## src/rtl/cpu_pkg.sv

```systemverilog
// Shared definitions for the pipelined RV32 core: opcodes, ALUOp encodings and
// the control bundle carried down the pipeline.
package cpu_pkg;

   localparam logic [6:0] OP_RTYPE  = 7'b0110011;
   localparam logic [6:0] OP_ITYPE  = 7'b0010011;
   localparam logic [6:0] OP_LOAD   = 7'b0000011;
   localparam logic [6:0] OP_STORE  = 7'b0100011;
   localparam logic [6:0] OP_BRANCH = 7'b1100011;

   typedef enum logic [1:0] {
      ALUOP_ADD   = 2'b00,
      ALUOP_SUB   = 2'b01,
      ALUOP_RTYPE = 2'b10,
      ALUOP_ITYPE = 2'b11
   } alu_op_e;

   // alu_op is kept as raw bits so any encoding from the decoder passes through untouched.
   typedef struct packed {
      logic       valid;
      logic       reg_write;
      logic       memto_reg;
      logic       mem_read;
      logic       mem_write;
      logic [1:0] alu_op;
      logic       alu_src;
      logic       branch;
   } ctrl_t;

   localparam ctrl_t BUBBLE = '{
      valid:     1'b0,
      reg_write: 1'b0,
      memto_reg: 1'b0,
      mem_read:  1'b0,
      mem_write: 1'b0,
      alu_op:    ALUOP_ADD,
      alu_src:   1'b0,
      branch:    1'b0
   };

endpackage

```

## src/rtl/id_ex_stage_hazard_detect.sv

```systemverilog
// Load-use hazard check: a load in EX whose destination feeds the instruction in ID.
module hazard_detect (
   input  logic       ex_valid,
   input  logic       ex_mem_read,
   input  logic [4:0] ex_rd,
   input  logic       id_valid,
   input  logic [4:0] id_rs1,
   input  logic [4:0] id_rs2,
   output logic       Stall_o
);

   // RS2 is compared for every opcode; a spurious stall costs one cycle, a missed one corrupts data.
   assign Stall_o = id_valid & ex_valid & ex_mem_read & (ex_rd != 5'd0) &
                    ((ex_rd == id_rs1) | (ex_rd == id_rs2));

endmodule

```

## src/rtl/id_ex_stage.sv

```systemverilog
// ID/EX pipeline register with load-use bubble insertion and a saturating bubble counter.
module id_ex_stage
   import cpu_pkg::*;
#(
   parameter int XLEN  = 32,
   parameter int CNT_W = 16
) (
   input  logic             clk_i,
   input  logic             rst_i,
   input  logic             valid_i,
   input  logic             RegWrite_i,
   input  logic             MemtoReg_i,
   input  logic             MemRead_i,
   input  logic             MemWrite_i,
   input  logic [1:0]       ALUOp_i,
   input  logic             ALUSrc_i,
   input  logic             Branch_i,
   input  logic [XLEN-1:0]  RS1data_i,
   input  logic [XLEN-1:0]  RS2data_i,
   input  logic [XLEN-1:0]  Imm_i,
   input  logic [XLEN-1:0]  PC_i,
   input  logic [9:0]       funct_i,
   input  logic [4:0]       RS1addr_i,
   input  logic [4:0]       RS2addr_i,
   input  logic [4:0]       RDaddr_i,
   input  logic             Flush_i,
   output logic             Stall_o,
   output logic             valid_o,
   output logic             RegWrite_o,
   output logic             MemtoReg_o,
   output logic             MemRead_o,
   output logic             MemWrite_o,
   output logic [1:0]       ALUOp_o,
   output logic             ALUSrc_o,
   output logic             Branch_o,
   output logic [XLEN-1:0]  RS1data_o,
   output logic [XLEN-1:0]  RS2data_o,
   output logic [XLEN-1:0]  Imm_o,
   output logic [XLEN-1:0]  PC_o,
   output logic [9:0]       funct_o,
   output logic [4:0]       RS1addr_o,
   output logic [4:0]       RS2addr_o,
   output logic [4:0]       RDaddr_o,
   output logic [CNT_W-1:0] bubble_cnt_o
);

   ctrl_t            ctrl_in;
   ctrl_t            ctrl_q;
   logic [XLEN-1:0]  rs1_data_q, rs2_data_q, imm_q, pc_q;
   logic [9:0]       funct_q;
   logic [4:0]       rs1_q, rs2_q, rd_q;
   logic [CNT_W-1:0] cnt_q;
   logic             load_bubble;

   assign ctrl_in = '{
      valid:     valid_i,
      reg_write: RegWrite_i,
      memto_reg: MemtoReg_i,
      mem_read:  MemRead_i,
      mem_write: MemWrite_i,
      alu_op:    ALUOp_i,
      alu_src:   ALUSrc_i,
      branch:    Branch_i
   };

   hazard_detect u_hazard (
      .ex_valid    (ctrl_q.valid),
      .ex_mem_read (ctrl_q.mem_read),
      .ex_rd       (rd_q),
      .id_valid    (valid_i),
      .id_rs1      (RS1addr_i),
      .id_rs2      (RS2addr_i),
      .Stall_o     (Stall_o)
   );

   // Flush and stall together still produce a single bubble.
   assign load_bubble = Flush_i | Stall_o;

   // NOTE: sequential state uses non-blocking assignments so every register samples pre-edge values.
   always_ff @(posedge clk_i or negedge rst_i) begin
      if (!rst_i) begin
         ctrl_q     <= '0;
         rs1_data_q <= '0;
         rs2_data_q <= '0;
         imm_q      <= '0;
         pc_q       <= '0;
         funct_q    <= '0;
         rs1_q      <= '0;
         rs2_q      <= '0;
         rd_q       <= '0;
         cnt_q      <= '0;
      end else begin
         ctrl_q     <= load_bubble ? BUBBLE : ctrl_in;
         rd_q       <= load_bubble ? 5'd0 : RDaddr_i;
         rs1_data_q <= RS1data_i;
         rs2_data_q <= RS2data_i;
         imm_q      <= Imm_i;
         pc_q       <= PC_i;
         funct_q    <= funct_i;
         rs1_q      <= RS1addr_i;
         rs2_q      <= RS2addr_i;
         if (load_bubble && (cnt_q != {CNT_W{1'b1}}))
            cnt_q <= cnt_q + CNT_W'(1);
      end
   end

   assign valid_o      = ctrl_q.valid;
   assign RegWrite_o   = ctrl_q.reg_write;
   assign MemtoReg_o   = ctrl_q.memto_reg;
   assign MemRead_o    = ctrl_q.mem_read;
   assign MemWrite_o   = ctrl_q.mem_write;
   assign ALUOp_o      = ctrl_q.alu_op;
   assign ALUSrc_o     = ctrl_q.alu_src;
   assign Branch_o     = ctrl_q.branch;
   assign RS1data_o    = rs1_data_q;
   assign RS2data_o    = rs2_data_q;
   assign Imm_o        = imm_q;
   assign PC_o         = pc_q;
   assign funct_o      = funct_q;
   assign RS1addr_o    = rs1_q;
   assign RS2addr_o    = rs2_q;
   assign RDaddr_o     = rd_q;
   assign bubble_cnt_o = cnt_q;

endmodule

```

## config.mk

```make
export PLATFORM = sky130hd
export DESIGN_NAME = id_ex_stage
export DESIGN_NICKNAME = d
export VERILOG_FILES = /design/src/rtl/cpu_pkg.sv /design/src/rtl/id_ex_stage_hazard_detect.sv /design/src/rtl/id_ex_stage.sv
export SDC_FILE = /design/constraint.sdc
export NUM_CORES = 1
export LEC_CHECK = 0
export CORE_AREA = 2 2 133 135
export DETAILED_ROUTE_END_ITERATION = 6
export DIE_AREA = 0 0 135 137
export GPL_ROUTABILITY_DRIVEN = 1
export PLACE_DENSITY = 0.82
export RECOVER_POWER = 50
export SLEW_MARGIN = 20
export SYNTH_ARGS = -nofsm -noshare
export SYNTH_HDL_FRONTEND = slang
export SYNTH_HIERARCHICAL = 1
export SYNTH_SLANG_ARGS = --single-unit
```

## constraint.sdc

```tcl
create_clock -name clk_i -period 2 [get_ports clk_i]
set_input_delay 0.2 -clock clk_i [delete_from_list [all_inputs] [get_ports clk_i]]
set_output_delay 0.2 -clock clk_i [all_outputs]
set_load 0.02 [all_outputs]
```

Yosys cells after proc, flatten, opt, wreduce, memory -nomap -nowiden
Cells that the tools add are included.
{"block": "word_totals", "ff_bits": 178, "inputBits": 165, "out_inout_bits": 179, "word_cells": 31}
{"block": "classes", "add_sub_neg": 1, "n_eq_ne": 3, "muxes": 2, "bitwise_logic": 6, "reduce_logical": 2}
{"operator": "adder 16 x 1 -> 16 bit (second input constant)", "n": 1}
{"operator": "!= test 16 bit (second input constant)", "n": 1}
{"operator": "== test 5 bit", "n": 2}
{"operator": "2-to-1 mux 9 bit", "n": 1}
{"operator": "2-to-1 mux 5 bit", "n": 1}
{"operator": "nonzero test 5 bit", "n": 1}
{"operator": "AND 1 bit", "n": 4}
{"operator": "OR 1 bit", "n": 2}
{"operator": "logical AND 1 bit", "n": 1}

Logic depth before layout (Yosys ltp)
Gate-level depths: netlist of run 1.
{"block": "depth", "ltp_word": 6, "ltp_mapped": 8, "ltp_nobuf": 8}

By module
The synthesis of run 1 kept the hierarchy.
{"mod": "id_ex_stage", "instances": 1, "cells_per_inst": 248, "area_each_um2": 4946.0, "seq_area_each_um2": 4454.3}
{"mod": "hazard_detect", "instances": 1, "cells_per_inst": 17, "area_each_um2": 128.9, "seq_area_each_um2": 0.0}

Worst setup path before layout of run 1
OpenSTA, ideal clock, no wires.
{"block": "synth_timing", "path_type": "register to register", "from": "register rd_q[2], in the netlist RDaddr_o[2]", "to": "register cnt_q[8], in the netlist bubble_cnt_o[8]", "setup_time_ps": 125, "t_arrival_ps": 2445, "t_required_ps": 1875, "slack_ps": -569, "stages_incl_launch_ff": 9, "n_path_buf": 0, "synth_period_minus_slack_ps": 2569, "cell_sequence": "dfrtp_1 > xor2_1 > nor3_1 > nand3_1 > a21oi_1 > o21ai_0 > or2_2 > nor2_1 > mux2_2"}
{"block": "synth_via", "elab_chain_len": 5, "elab_cells_between_ends": 8, "classes_between": "2 x eq/ne; 4 x bitwise; 2 x reduce/logical"}
{"element": "from (decl)", "line": "id_ex_stage.sv:51", "source": "logic [4:0] rs1_q, rs2_q, rd_q;"}
{"element": "from (signal assigned)", "line": "id_ex_stage.sv:94", "source": "rd_q <= load_bubble ? 5'd0 : RDaddr_i;"}
{"element": "== test 5 bit / nonzero test 5 bit (equally long branches)", "line": "id_ex_stage_hazard_detect.sv:14, id_ex_stage_hazard_detect.sv:13"}
{"element": "OR 1 bit / AND 1 bit (equally long branches)", "line": "id_ex_stage_hazard_detect.sv:14, id_ex_stage_hazard_detect.sv:13"}
{"element": "AND 1 bit (*)", "line": "id_ex_stage_hazard_detect.sv:13", "source": "assign Stall_o = id_valid & ex_valid & ex_mem_read & (ex_rd != 5'd0) &"}
{"element": "named net Stall_o", "line": "id_ex_stage.sv:27", "source": "output logic Stall_o,"}
{"element": "OR 1 bit (*)", "line": "id_ex_stage.sv:77", "source": "assign load_bubble = Flush_i | Stall_o;"}
{"element": "logical AND 1 bit (*)", "line": "id_ex_stage.sv:102", "source": "if (load_bubble && (cnt_q != {CNT_W{1'b1}}))"}
{"element": "to (signal assigned)", "line": "id_ex_stage.sv:103", "source": "cnt_q <= cnt_q + CNT_W'(1);"}
{"element": "to (decl)", "line": "id_ex_stage.sv:52", "source": "logic [CNT_W-1:0] cnt_q;"}
Mark *: on every way through the listed nets, which the timed path passes. The rest lies on a longest branch.
A chain may end at the register's enable or synchronous reset.

Worst setup path in the final report of run 1
{"block": "layout_timing", "from": "register rd_q[0], in the netlist RDaddr_o[0]", "to": "register cnt_q[8], in the netlist bubble_cnt_o[8]"}
{"block": "layout_via", "elab_chain_len": 5, "elab_cells_between_ends": 8, "classes_between": "2 x eq/ne; 4 x bitwise; 2 x reduce/logical"}
{"element": "== test 5 bit / nonzero test 5 bit (equally long branches)", "line": "id_ex_stage_hazard_detect.sv:14, id_ex_stage_hazard_detect.sv:13"}
{"element": "OR 1 bit / AND 1 bit (equally long branches)", "line": "id_ex_stage_hazard_detect.sv:14, id_ex_stage_hazard_detect.sv:13"}
{"element": "AND 1 bit (*)", "line": "id_ex_stage_hazard_detect.sv:13"}
{"element": "OR 1 bit (*)", "line": "id_ex_stage.sv:77"}
{"element": "logical AND 1 bit (*)", "line": "id_ex_stage.sv:102"}
Mark *: on every way between the ends. The rest lies on a longest branch, timed or not.

==> summary.txt, run 1 <==
Status
  • Outcome: complete, but fails checks
  • Failing checks: max-capacitance violations, max-slew violations, negative setup slack

Timing
  • Fin worst setup slack: -0.290 ns
  • Setup violations, final: 29
  • Unrepaired setup endpoints after global routing: yes
  • Fin. max-slew vios: 28
  • Worst Tran Pin Value: 1.69 ns
  • Fin crit share: 114%
  • Fmax: 0.437 GHz
  • Slew Limit Headroom: -12.9%
  • Setup TNS: -2.96 ns
  • Final setup skew: 0.00434 ns
  • Final Hold Vio Count: 0
  • Fin crit period: 2.29 ns

Placement
  • Post-Place Cells: 844
  • IO buf count: 343
  • DP Area: 8930 sq um
  • GP Congestion: 0.864
  • Worst slack, placed: -0.488 ns
  • Placed wire-length estimate: 12.5 mm

Setup path
  • CP Data Required Time: 2.30 ns
  • Maximum fanout along the worst path: 4
  • R2r endpoint: bubble_cnt_o[8]
  • CP endpoint: bubble_cnt_o[8]
  • Startpoint Class: flop
  • CP Class: reg2reg
  • Worst-path cell with the longest stage delay: or4_4
  • Worst setup startpoint: RDaddr_o[0]
  • Worst path arrival time: 2.59 ns
  • Family with the most delay on the worst path: simple AND/OR/NAND/NOR gates
  • RR Startpoint: RDaddr_o[0]
  • Max stage delay on crit path: 0.56 ns
  • Crit-path cells: or4_4 > o2111ai_4 > a21oi_4 > buf_4 > buf_4 > o21ai_4 > or2_4 > nor2_4 > mux2_2
  • Crit path buf inv count: 2
  • Worst Reg-to-Reg Cells: 9
  • Crit-path most repeated cell: buf_4
  • Worst R2R Setup Slack: -0.29 ns
  • WP depth: 9
  • Setup crit end kind: flop

Clock tree
  • CTS sink cnt: 178
  • Reg clk slew, reported paths: 0.07 ns
  • CTS H-tree lvls: 4
  • CTS Buffer Depth: 2
  • Clock Latency Late Sink: 0.42 ns
  • Root Buffer: clkbuf_16
  • CTS tree: built
  • CTS Buf Count: 17

Die
  • Die width: 135 microns
  • Number of top-level pins: 344
  • Core area: 17,100 sq um
  • Core Rows: 48
  • Die Area: 18,500 sq um
  • Die H: 137 microns
  • Initial core utilization: 29.8%

Synth
  • Synth Area per Inst: 19.2 sq um
  • Post-Syn Area: 5070 sq um
  • Most used DFF post-synth: dfrtp_1
  • FFs w/ async S/R, synth: 100%
  • Synth warn: 6
  • Distinct cell type count after synthesis: 29
  • Yosys reg bits: 178
  • Sequential area share after synthesis: 87.8%
  • Post-synth EDFFs: 0
  • Post-Syn Instances: 265
  • Synthesized Nets: 431

Route
  • DR vias: 3,675
  • Detailed-router iteration count before antenna repair: 4
  • Vias per Instance: 4.16
  • Routed wire per std cell: 18.5 microns
  • DRT Wirelength: 16.4 mm
  • DRC Markers: 0
  • Final ANT Viol Nets: 0
  • DR iter-0 viols: 106

Cells and area
  • Non-filler instance count after layout: 884
  • Post-route cell area: 9800 sq um
  • Area of the multi-input gates: 820 sq um
  • Layout cells sized above 1: 12.6%
  • NumNets Final: 812
  • Seq. cell area: 4460 sq um
  • Layout fillers: 1,350
  • Area delta synth->final: 93.0%
  • Diodes inserted: 0

Hold path
  • Tightest Hold Check Type: in2reg

Global route
  • Number of global-route vias before repair: 3,948
  • Gr busiest metal: met2
  • Largest net degree at the start of global routing: 65
  • Met3 usage: 7.93%
  • Initial antenna violation count: 0
  • Tot GR Track Use: 17.5%
  • GR Layer Usage met1: 18.6%
  • Congestion Overflow GR: 0
  • First-pass GRT wire length: 23.6 mm
  • Met2 track demand over resource: 31.3%

Pwr
  • Maximum VDD drop: 0.820 mV
  • Pwr/cell area: 909 nW/um^2
  • LEAKAGE: 4.20 nW

Flow run
  • Max cap viols: 1
[routing by layer]
layer  wire, microns  vias to the layer above
li1                -                     1634
met1            5760                     1833
met2            8680                      188
met3            1650                       20
met4             286                        0
met5               0                        -
[synthesized netlist by cell type, types with 2 or more instances]
| cell type | number | area (sq um) |
|---|---|---|
| nand3_1 | 5 | 25.0 |
| and2_1 | 14 | 87.6 |
| nor3_1 | 7 | 35.0 |
| dfrtp_1 | 178 | 4450 |
| xor2_1 | 14 | 123 |
| nor2_1 | 6 | 22.5 |
| o211ai_1 | 2 | 15.0 |
| xnor2_1 | 7 | 61.3 |
| o21ai_0 | 6 | 30.0 |
| nor4b_1 | 2 | 17.5 |
| and3_1 | 2 | 12.5 |
| nand2_1 | 5 | 18.8 |
[sequential cells by signal, indices dropped and copies added (netlist names), 10 cells and up]
| name | flops |
|---|---|
| Imm_o | 32 |
| PC_o | 32 |
| RS1data_o | 32 |
| RS2data_o | 32 |
| bubble_cnt_o | 16 |
| funct_o | 10 |
[logic make-up (layout without fill, tap and decap cells)]
logic type / after synthesis / count (layout) / synth area share [%]
AND/OR/NAND/NOR: 51 / 51 / 6.56
multiplexers: 2 / 2 / 0.444
buffers and inverters: 1 / 395 / 0.0739
XOR/XNOR: 21 / 21 / 3.62
AO/OA/AOI/OAI: 11 / 11 / 1.28
adder cells (fa/ha/maj): 1 / 1 / 0.247
flip-flops: 178 / 178 / 87.8
[timing repair]
action	4_1_cts	5_1_grt
resized for setup	24	23
endpoints found under the hold margin	26	0
hold buffers	1	0
pin swaps	2	16
buffers inserted	3	5
setup endpoints to repair	14	31
[worst min path at each step]
| stage | cells after the start | slack, ns | from | end |
|---|---|---|---|---|
| 3_5_place_dp | 1 | 0.09 | rst_i | RS2addr_o[3] |
| 4_1_cts | 1 | 0.19 | RS1data_i[26] | RS1data_o[26] |
| 3_3_place_gp | 1 | 0.09 | rst_i | bubble_cnt_o[2] |
| 6_report | 1 | 0.32 | RS1addr_i[0] | RS1addr_o[0] |
| 2_1_floorplan | 0 | -0.1 | rst_i | ALUOp_o[0] |
| 5_1_grt | 1 | 0.30 | Imm_i[31] | Imm_o[31] |
[layout by cell type, fill, tap and decap left out, drive strengths merged, types with 7 or more instances in the layout]
cell type | netlist | layout
xnor2 | 7 | 7
nor3 | 7 | 7
dfrtp | 178 | 178
xor2 | 14 | 14
buf | 0 | 20
and2 | 14 | 14
clkdlybuf4s50 | 0 | 194
clkbuf | 1 | 20
dlygate4sd3 | 0 | 148
[per-stage QoR]
stage                     total power [mW]  hold WS [ns]  util (%)
after detailed placement              5.50        0.0927      52.4
after global routing                  9.26         0.299      57.4
after CTS                             9.01         0.188      56.7
final                                 8.91         0.320      57.4
after floorplan                       4.49       -0.0956         -
after global placement                5.46        0.0935      52.4
[area by class of cell]
| type | count | share of cell area, % |
|---|---|---|
| well taps | 225 | 2.87 |
| clock inverters | 13 | 1.74 |
| clock buffers | 19 | 4.52 |
| flip-flops and latches | 178 | 45.5 |
| repair buffers | 363 | 37.0 |
| multi-input cells | 86 | 8.37 |
[power by group]
group | switching, mW | internal, mW
Sequential | 0.183 | 3.83
Clock | 1.49 | 1.93
Combinational | 0.684 | 0.783
Total | 2.36 | 6.54
Note: power is estimated with default switching activity, not from simulation.
==> inputs of run 2 (changes only) <==
--- a/config.mk
+++ b/config.mk
@@ -9,7 +9,7 @@
 export DETAILED_ROUTE_END_ITERATION = 6
 export DIE_AREA = 0 0 135 137
 export GPL_ROUTABILITY_DRIVEN = 1
-export PLACE_DENSITY = 0.82
+export PLACE_DENSITY = 0.72
 export RECOVER_POWER = 50
 export SLEW_MARGIN = 20
 export SYNTH_ARGS = -nofsm -noshare
==> summary.txt, run 2 (synthesized netlist as in run 1, its figures left out) <==
Placement
  • IO buf count: 343 (unchanged)
  • Placed wire-length estimate: 12.5 mm (-0.34%)
  • Worst slack, placed: -0.426 ns (+0.0620 ns)
  • GP Congestion: 0.894 (+3.5%)

Global route
  • Initial antenna violation count: 3 (+3)
  • Largest net degree at the start of global routing: 83 (+28%)
  • First-pass GRT wire length: 23.6 mm (-0.11%)
  • Congestion Overflow GR: 0 (unchanged)
  • Tot GR Track Use: 17.7% (+0.14 points)
  • Number of global-route vias before repair: 3,983 (+0.89%)

Clock tree
  • CTS tree: built
  • CTS H-tree lvls: 4 (unchanged)
  • CTS sink cnt: 178 (unchanged)
  • CTS Buffer Depth: 2 (unchanged)
  • Root Buffer: clkbuf_16
  • CTS Buf Count: 17 (unchanged)
  • Reg clk slew, reported paths: 0.07 ns (about the same)
  • Clock Latency Late Sink: 0.42 ns (about the same)

Timing
  • Unrepaired setup endpoints after global routing: yes
  • Final Hold Vio Count: 0 (unchanged)
  • Fin crit period: 2.25 ns (-0.0366 ns)
  • Final setup skew: 0.00639 ns (+0.00204 ns)
  • Fmax: 0.444 GHz (+1.6%)
  • Fin. max-slew vios: 0 (-100%)
  • Setup violations, final: 23 (-21%)
  • Hold Slack: 0.297 ns (-0.0229 ns)
  • Slew Limit Headroom: 43.7% (+57 points)
  • Fin crit share: 113% (-1.8 points)
  • Fin worst setup slack: -0.253 ns (+0.0366 ns)
  • Worst Tran Pin Value: 0.844 ns (-0.849 ns)
  • Setup TNS: -1.65 ns (+1.32 ns)

Cells and area
  • NumNets Final: 811 (-0.12%)
  • Seq. cell area: 4460 sq um (unchanged)
  • Layout cells sized above 1: 11.7% (-0.89 points)
  • Area of the multi-input gates: 759 sq um (-7.3%)
  • Area delta synth->final: 91.1%
  • Commonest cells after routing, fill and taps aside: clkdlybuf4s50_1, dfrtp_1, dlygate4sd3_1, clkbuf_16
  • Most common cell after layout, fill and taps aside: clkdlybuf4s50_1
  • Layout fillers: 1,366 (+1.2%)
  • Final Core Density: 56.9% (-0.57 points)

Setup path
  • RR Startpoint: RDaddr_o[0]
  • WP depth: 6 (-3)
  • Worst R2R Setup Slack: -0.18 ns (+0.11 ns)
  • Setup crit end kind: output port
  • Crit-path most repeated cell: buf_6
  • Crit path buf inv count: 3 (+1)
  • CP Class: reg2out
  • Worst Reg-to-Reg Cells: 8 (-1)
  • Worst setup startpoint: RDaddr_o[0]
  • Maximum fanout along the worst path: 3 (-1)
  • Worst path arrival time: 2.05 ns (-0.54 ns)
  • Max stage delay on crit path: 0.56 ns (about the same)
  • Family with the most delay on the worst path: simple AND/OR/NAND/NOR gates
  • Worst-path cell with the longest stage delay: or4_4
  • CP Data Required Time: 1.80 ns (-0.50 ns)
  • Startpoint Class: flop
  • Crit-path cells: or4_4 > o2111ai_4 > a21oi_4 > buf_4 > buf_6 > buf_6
  • CP endpoint: Stall_o
  • R2r endpoint: bubble_cnt_o[1]

Die
  • Number of top-level pins: 344 (unchanged)
  • Core Rows: 48 (unchanged)
  • Initial core utilization: 29.8% (unchanged)
  • Die width: 135 microns (unchanged)
  • Die Area: 18,500 sq um (unchanged)
  • Die H: 137 microns (unchanged)
  • Core area: 17,100 sq um (unchanged)

Route
  • DR vias: 3,699 (+0.65%)
  • Final ANT Viol Nets: 0 (unchanged)
  • Routed wire per std cell: 18.3 microns (-1.5%)
  • DR iter-0 viols: 110 (+3.8%)
  • Vias per Instance: 4.17 (+0.31%)
  • DRT Wirelength: 16.2 mm (-1.2%)
  • DRC Markers: 0 (unchanged)
  • Detailed-router iteration count before antenna repair: 4 (unchanged)

Pwr
  • LEAKAGE: 4.16 nW (-0.98%)
  • Pwr/cell area: 893 nW/um^2 (-1.7%)
  • Maximum VDD drop: 0.796 mV (-3.0%)
  • Total power: 8.66 mW (-2.7%)

Status
  • Failing checks: negative setup slack
  • Outcome: complete, but fails checks

Flow run
  • Max cap viols: 0 (-1)

Hold path
  • Tightest Hold Check Type: in2reg
==> run 2: cell count changes in the layout (fill, tap and decap cells not counted), sizes merged <==
cell and change:
clkbuf -1, clkinv +2, bufinv -2, dlygate4sd3 -1, inv +1, diode +4
clkdlybuf4s50 +1, buf -1
==> run 2: metal layers <==
metal | wire length [microns] | vias up | part of all wire [%] | GRT usage (%)
met5 | 0 | - | 0 | 0
met4 | 390 | 0 | 2.4 | 7.06
met3 | 1400 | 31 | 8.6 | 7.44
met2 | 8230 | 189 | 51 | 29.6
met1 | 6180 | 1843 | 38 | 20.1
li1 | - | 1636 | - | -
==> run 2: power by group <==
| part | total (mW) | internal [mW] | leakage [nW] | switching [mW] |
|---|---|---|---|---|
| Combinational | 1.42 | 0.757 | 1.76 | 0.665 |
| Sequential | 4.00 | 3.83 | 2.11 | 0.169 |
| Clock | 3.24 | 1.69 | 0.286 | 1.56 |
| Total | 8.66 | 6.27 | 4.16 | 2.39 |
==> run 2: area by class of cell <==
cell class / instances / area share (%)
Antenna cell: 4 / 0.103
Tap cell: 225 / 2.90
Clock inverter: 14 / 1.69
Timing Repair Buffer: 362 / 37.1
Clock buffer: 18 / 4.43
Multi-Input combinational cell: 86 / 7.83
Sequential cell: 178 / 46.0
==> run 2: how the worst min path moves through the flow <==
stage                          endpoint  slack, ns  cells after the start          start
after floorplan              ALUOp_o[0]       -0.1                      0          rst_i
after global placement        Imm_o[22]       0.11                      1          rst_i
after detailed placement      Imm_o[14]       0.11                      1          rst_i
after CTS                 RS1data_o[29]       0.18                      1  RS1data_i[29]
after global routing       RS1addr_o[0]       0.29                      1   RS1addr_i[0]
final                      RS1addr_o[0]       0.30                      1   RS1addr_i[0]
==> run 2: through the flow <==
step | cell area (sq um) | cells
6_report | 9700 | 887
5_1_grt | 9700 | 886
4_1_cts | 9650 | 879
3_5_place_dp | 8930 | 843
3_3_place_gp | 8930 | 843
2_1_floorplan | 5110 | 265
==> run 2: repair_timing <==
action                                  CTS  global route
buffers inserted                          3             4
hold endpoints to repair                 31             0
endpoints found under the setup margin   19            31
pin swaps                                 8             7
gates resized for setup                  26            11
hold buffers                              1             0
==> inputs of run 3 (changes only) <==
--- a/config.mk
+++ b/config.mk
@@ -5,11 +5,11 @@
 export SDC_FILE = /design/constraint.sdc
 export NUM_CORES = 1
 export LEC_CHECK = 0
-export CORE_AREA = 2 2 133 135
+export CORE_AREA = 2 2 135 137
 export DETAILED_ROUTE_END_ITERATION = 6
-export DIE_AREA = 0 0 135 137
+export DIE_AREA = 0 0 137 139
+export DONT_BUFFER_PORTS = 1
 export GPL_ROUTABILITY_DRIVEN = 1
-export PLACE_DENSITY = 0.72
 export RECOVER_POWER = 50
 export SLEW_MARGIN = 20
 export SYNTH_ARGS = -nofsm -noshare
==> summary.txt, run 3 <==
Status
  • Outcome: did not finish
  • Fail Step: clock tree synthesis
  • Error message: [ERROR RSZ-0060] Max buffer count reached.

Die
  • Core Rows: 49 (+2.1%)
  • Die H: 139 microns (+1.5%)
  • Initial core utilization: 28.7% (-1.0 points)
  • Number of top-level pins: 344 (unchanged)
  • Die width: 137 microns (+1.5%)

Clock tree
  • CTS sink cnt: 178 (unchanged)
  • CTS H-tree lvls: 4 (unchanged)
  • Post-CTS resize count: 6 (-77%)
  • CTS Buf Count: 17 (unchanged)
  • CTS Buffer Depth: 2 (unchanged)
  • Setup Fix Bufs, Post-CTS: 0 (-3)
  • # hold bufs at CTS: 112 (+111)
  • Root Buffer: clkbuf_16

Synth
  • Most frequent cells after synthesis: dfrtp_1, and2_1, xor2_1, nor3_1, xnor2_1
  • Most used DFF post-synth: dfrtp_1
  • Yosys reg bits: 178 (unchanged)
  • Synthesized Nets: 431 (unchanged)
  • Post-synth top area share: 87.8% (unchanged)
  • Post-Syn Area: 5070 sq um (unchanged)
  • Count leader, synth: dfrtp_1
  • FFs w/ async S/R, synth: 100% (unchanged)
  • Synth Area per Inst: 19.2 sq um (unchanged)
  • Sequential area share after synthesis: 87.8% (unchanged)
  • Post-synth EDFFs: 0 (unchanged)
  • Distinct cell type count after synthesis: 29 (unchanged)
  • Synth warn: 6 (unchanged)
  • Cell taking the most area after synthesis: dfrtp_1
  • Post-Syn Instances: 265 (unchanged)
  • Synth area leaders: dfrtp_1, xor2_1, and2_1, xnor2_1, nor3_1

Placement
  • Placed wire-length estimate: 9.30 mm (-25%)
  • GP Congestion: 0.711 (-20%)
  • DP Area: 5620 sq um (-37%)
  • Post-Place Cells: 524 (-38%)
  • IO buf count: 0 (-100%)
==> run 3: stage by stage <==
step | utilization [%] | worst slack [ns]
2_1_floorplan | - | -0.181
3_3_place_gp | 31.8 | -0.0924
3_5_place_dp | 31.8 | -0.153
==> run 3: cells by family after synthesis <==
group | share of synthesized area, %
buf+inv | 0.0739
xor+xnor | 3.62
compound gates | 1.28
simple gates | 6.56
flops | 87.8
fa+ha+maj | 0.247
mux | 0.444
==> inputs of run 4 (changes only) <==
--- a/config.mk
+++ b/config.mk
@@ -10,6 +10,7 @@
 export DIE_AREA = 0 0 137 139
 export DONT_BUFFER_PORTS = 1
 export GPL_ROUTABILITY_DRIVEN = 1
+export PLACE_DENSITY_LB_ADDON = 0.15
 export RECOVER_POWER = 50
 export SLEW_MARGIN = 20
 export SYNTH_ARGS = -nofsm -noshare
==> constraint.sdc (replaced) <==
create_clock -name clk_i -period 2.6 [get_ports clk_i]
set_input_delay 0.26 -clock clk_i [delete_from_list [all_inputs] [get_ports clk_i]]
set_output_delay 0.26 -clock clk_i [all_outputs]
set_load 0.02 [all_outputs]
==> summary.txt, run 4 <==
Clock tree
  • Post-CTS resize count: 0 (-6)
  • Setup Fix Bufs, Post-CTS: 0 (unchanged)
  • # hold bufs at CTS: 107 (-4.5%)
  • CTS Buf Count: 17 (unchanged)
  • CTS sink cnt: 178 (unchanged)
  • Root Buffer: clkbuf_16
  • CTS Buffer Depth: 2 (unchanged)
  • CTS H-tree lvls: 4 (unchanged)

Die
  • Initial core utilization: 28.7% (unchanged)
  • Die H: 139 microns (unchanged)
  • Number of top-level pins: 344 (unchanged)
  • Die width: 137 microns (unchanged)
  • Core Rows: 49 (unchanged)

Synth
  • Post-Syn Area: 5070 sq um (unchanged)
  • Simple-Gate Fraction of Synth Area: 6.56% (unchanged)
  • Distinct cell type count after synthesis: 29 (unchanged)
  • Post-Syn Instances: 265 (unchanged)
  • Mux cell area share after synthesis: 0.444% (unchanged)
  • Synth Area in Compound Gates: 1.28% (unchanged)
  • Count leader, synth: dfrtp_1
  • Sequential area share after synthesis: 87.8% (unchanged)
  • Synth warn: 6 (unchanged)
  • Post-synth EDFFs: 0 (unchanged)
  • Combinational family with the most area after synthesis: simple AND/OR/NAND/NOR gates
  • FFs w/ async S/R, synth: 100% (unchanged)
  • Synth Area in Adders: 0.247% (unchanged)
  • Synth Area per Inst: 19.2 sq um (unchanged)
  • Post-synth top area share: 87.8% (unchanged)
  • Most used DFF post-synth: dfrtp_1
  • Yosys reg bits: 178 (unchanged)
  • Most frequent cells after synthesis: dfrtp_1, and2_1, xor2_1, nor3_1, xnor2_1
  • Synthesized Nets: 431 (unchanged)
  • Cell taking the most area after synthesis: dfrtp_1
  • Post-Synth XOR/XNOR Area: 3.62% (unchanged)
  • Synth area leaders: dfrtp_1, xor2_1, and2_1, xnor2_1, nor3_1

Placement
  • IO buf count: 0 (unchanged)
  • Placed wire-length estimate: 9.14 mm (-1.7%)
  • DP Area: 5400 sq um (-4.0%)
  • GP Congestion: 0.687 (-3.5%)

Status
  • Error message: [ERROR RSZ-0060] Max buffer count reached.
  • Outcome: did not finish
  • Fail Step: clock tree synthesis
-- run 4: cell counts after synthesis --
No cell type changed its count.
-- run 4: stage by stage --
| stage | instances | util [%] | hold slack (ns) | worst slack (ns) |
|---|---|---|---|---|
| after detailed placement | 498 | 30.6 | -0.0311 | 0.127 |
| after global placement | 498 | 30.6 | -0.0307 | 0.200 |
| after floorplan | 265 | - | -0.0356 | 0.0307 |
-- run 4: logic make-up after synthesis --
| kind of cell | count (synthesis) |
|---|---|
| AOI/OAI and AO/OA | 11 |
| xor gates and xnor gates | 21 |
| adders and majority gates | 1 |
| buffers and inverters | 1 |
| DFF | 178 |
| muxes | 2 |
| and+or+nand+nor | 51 |
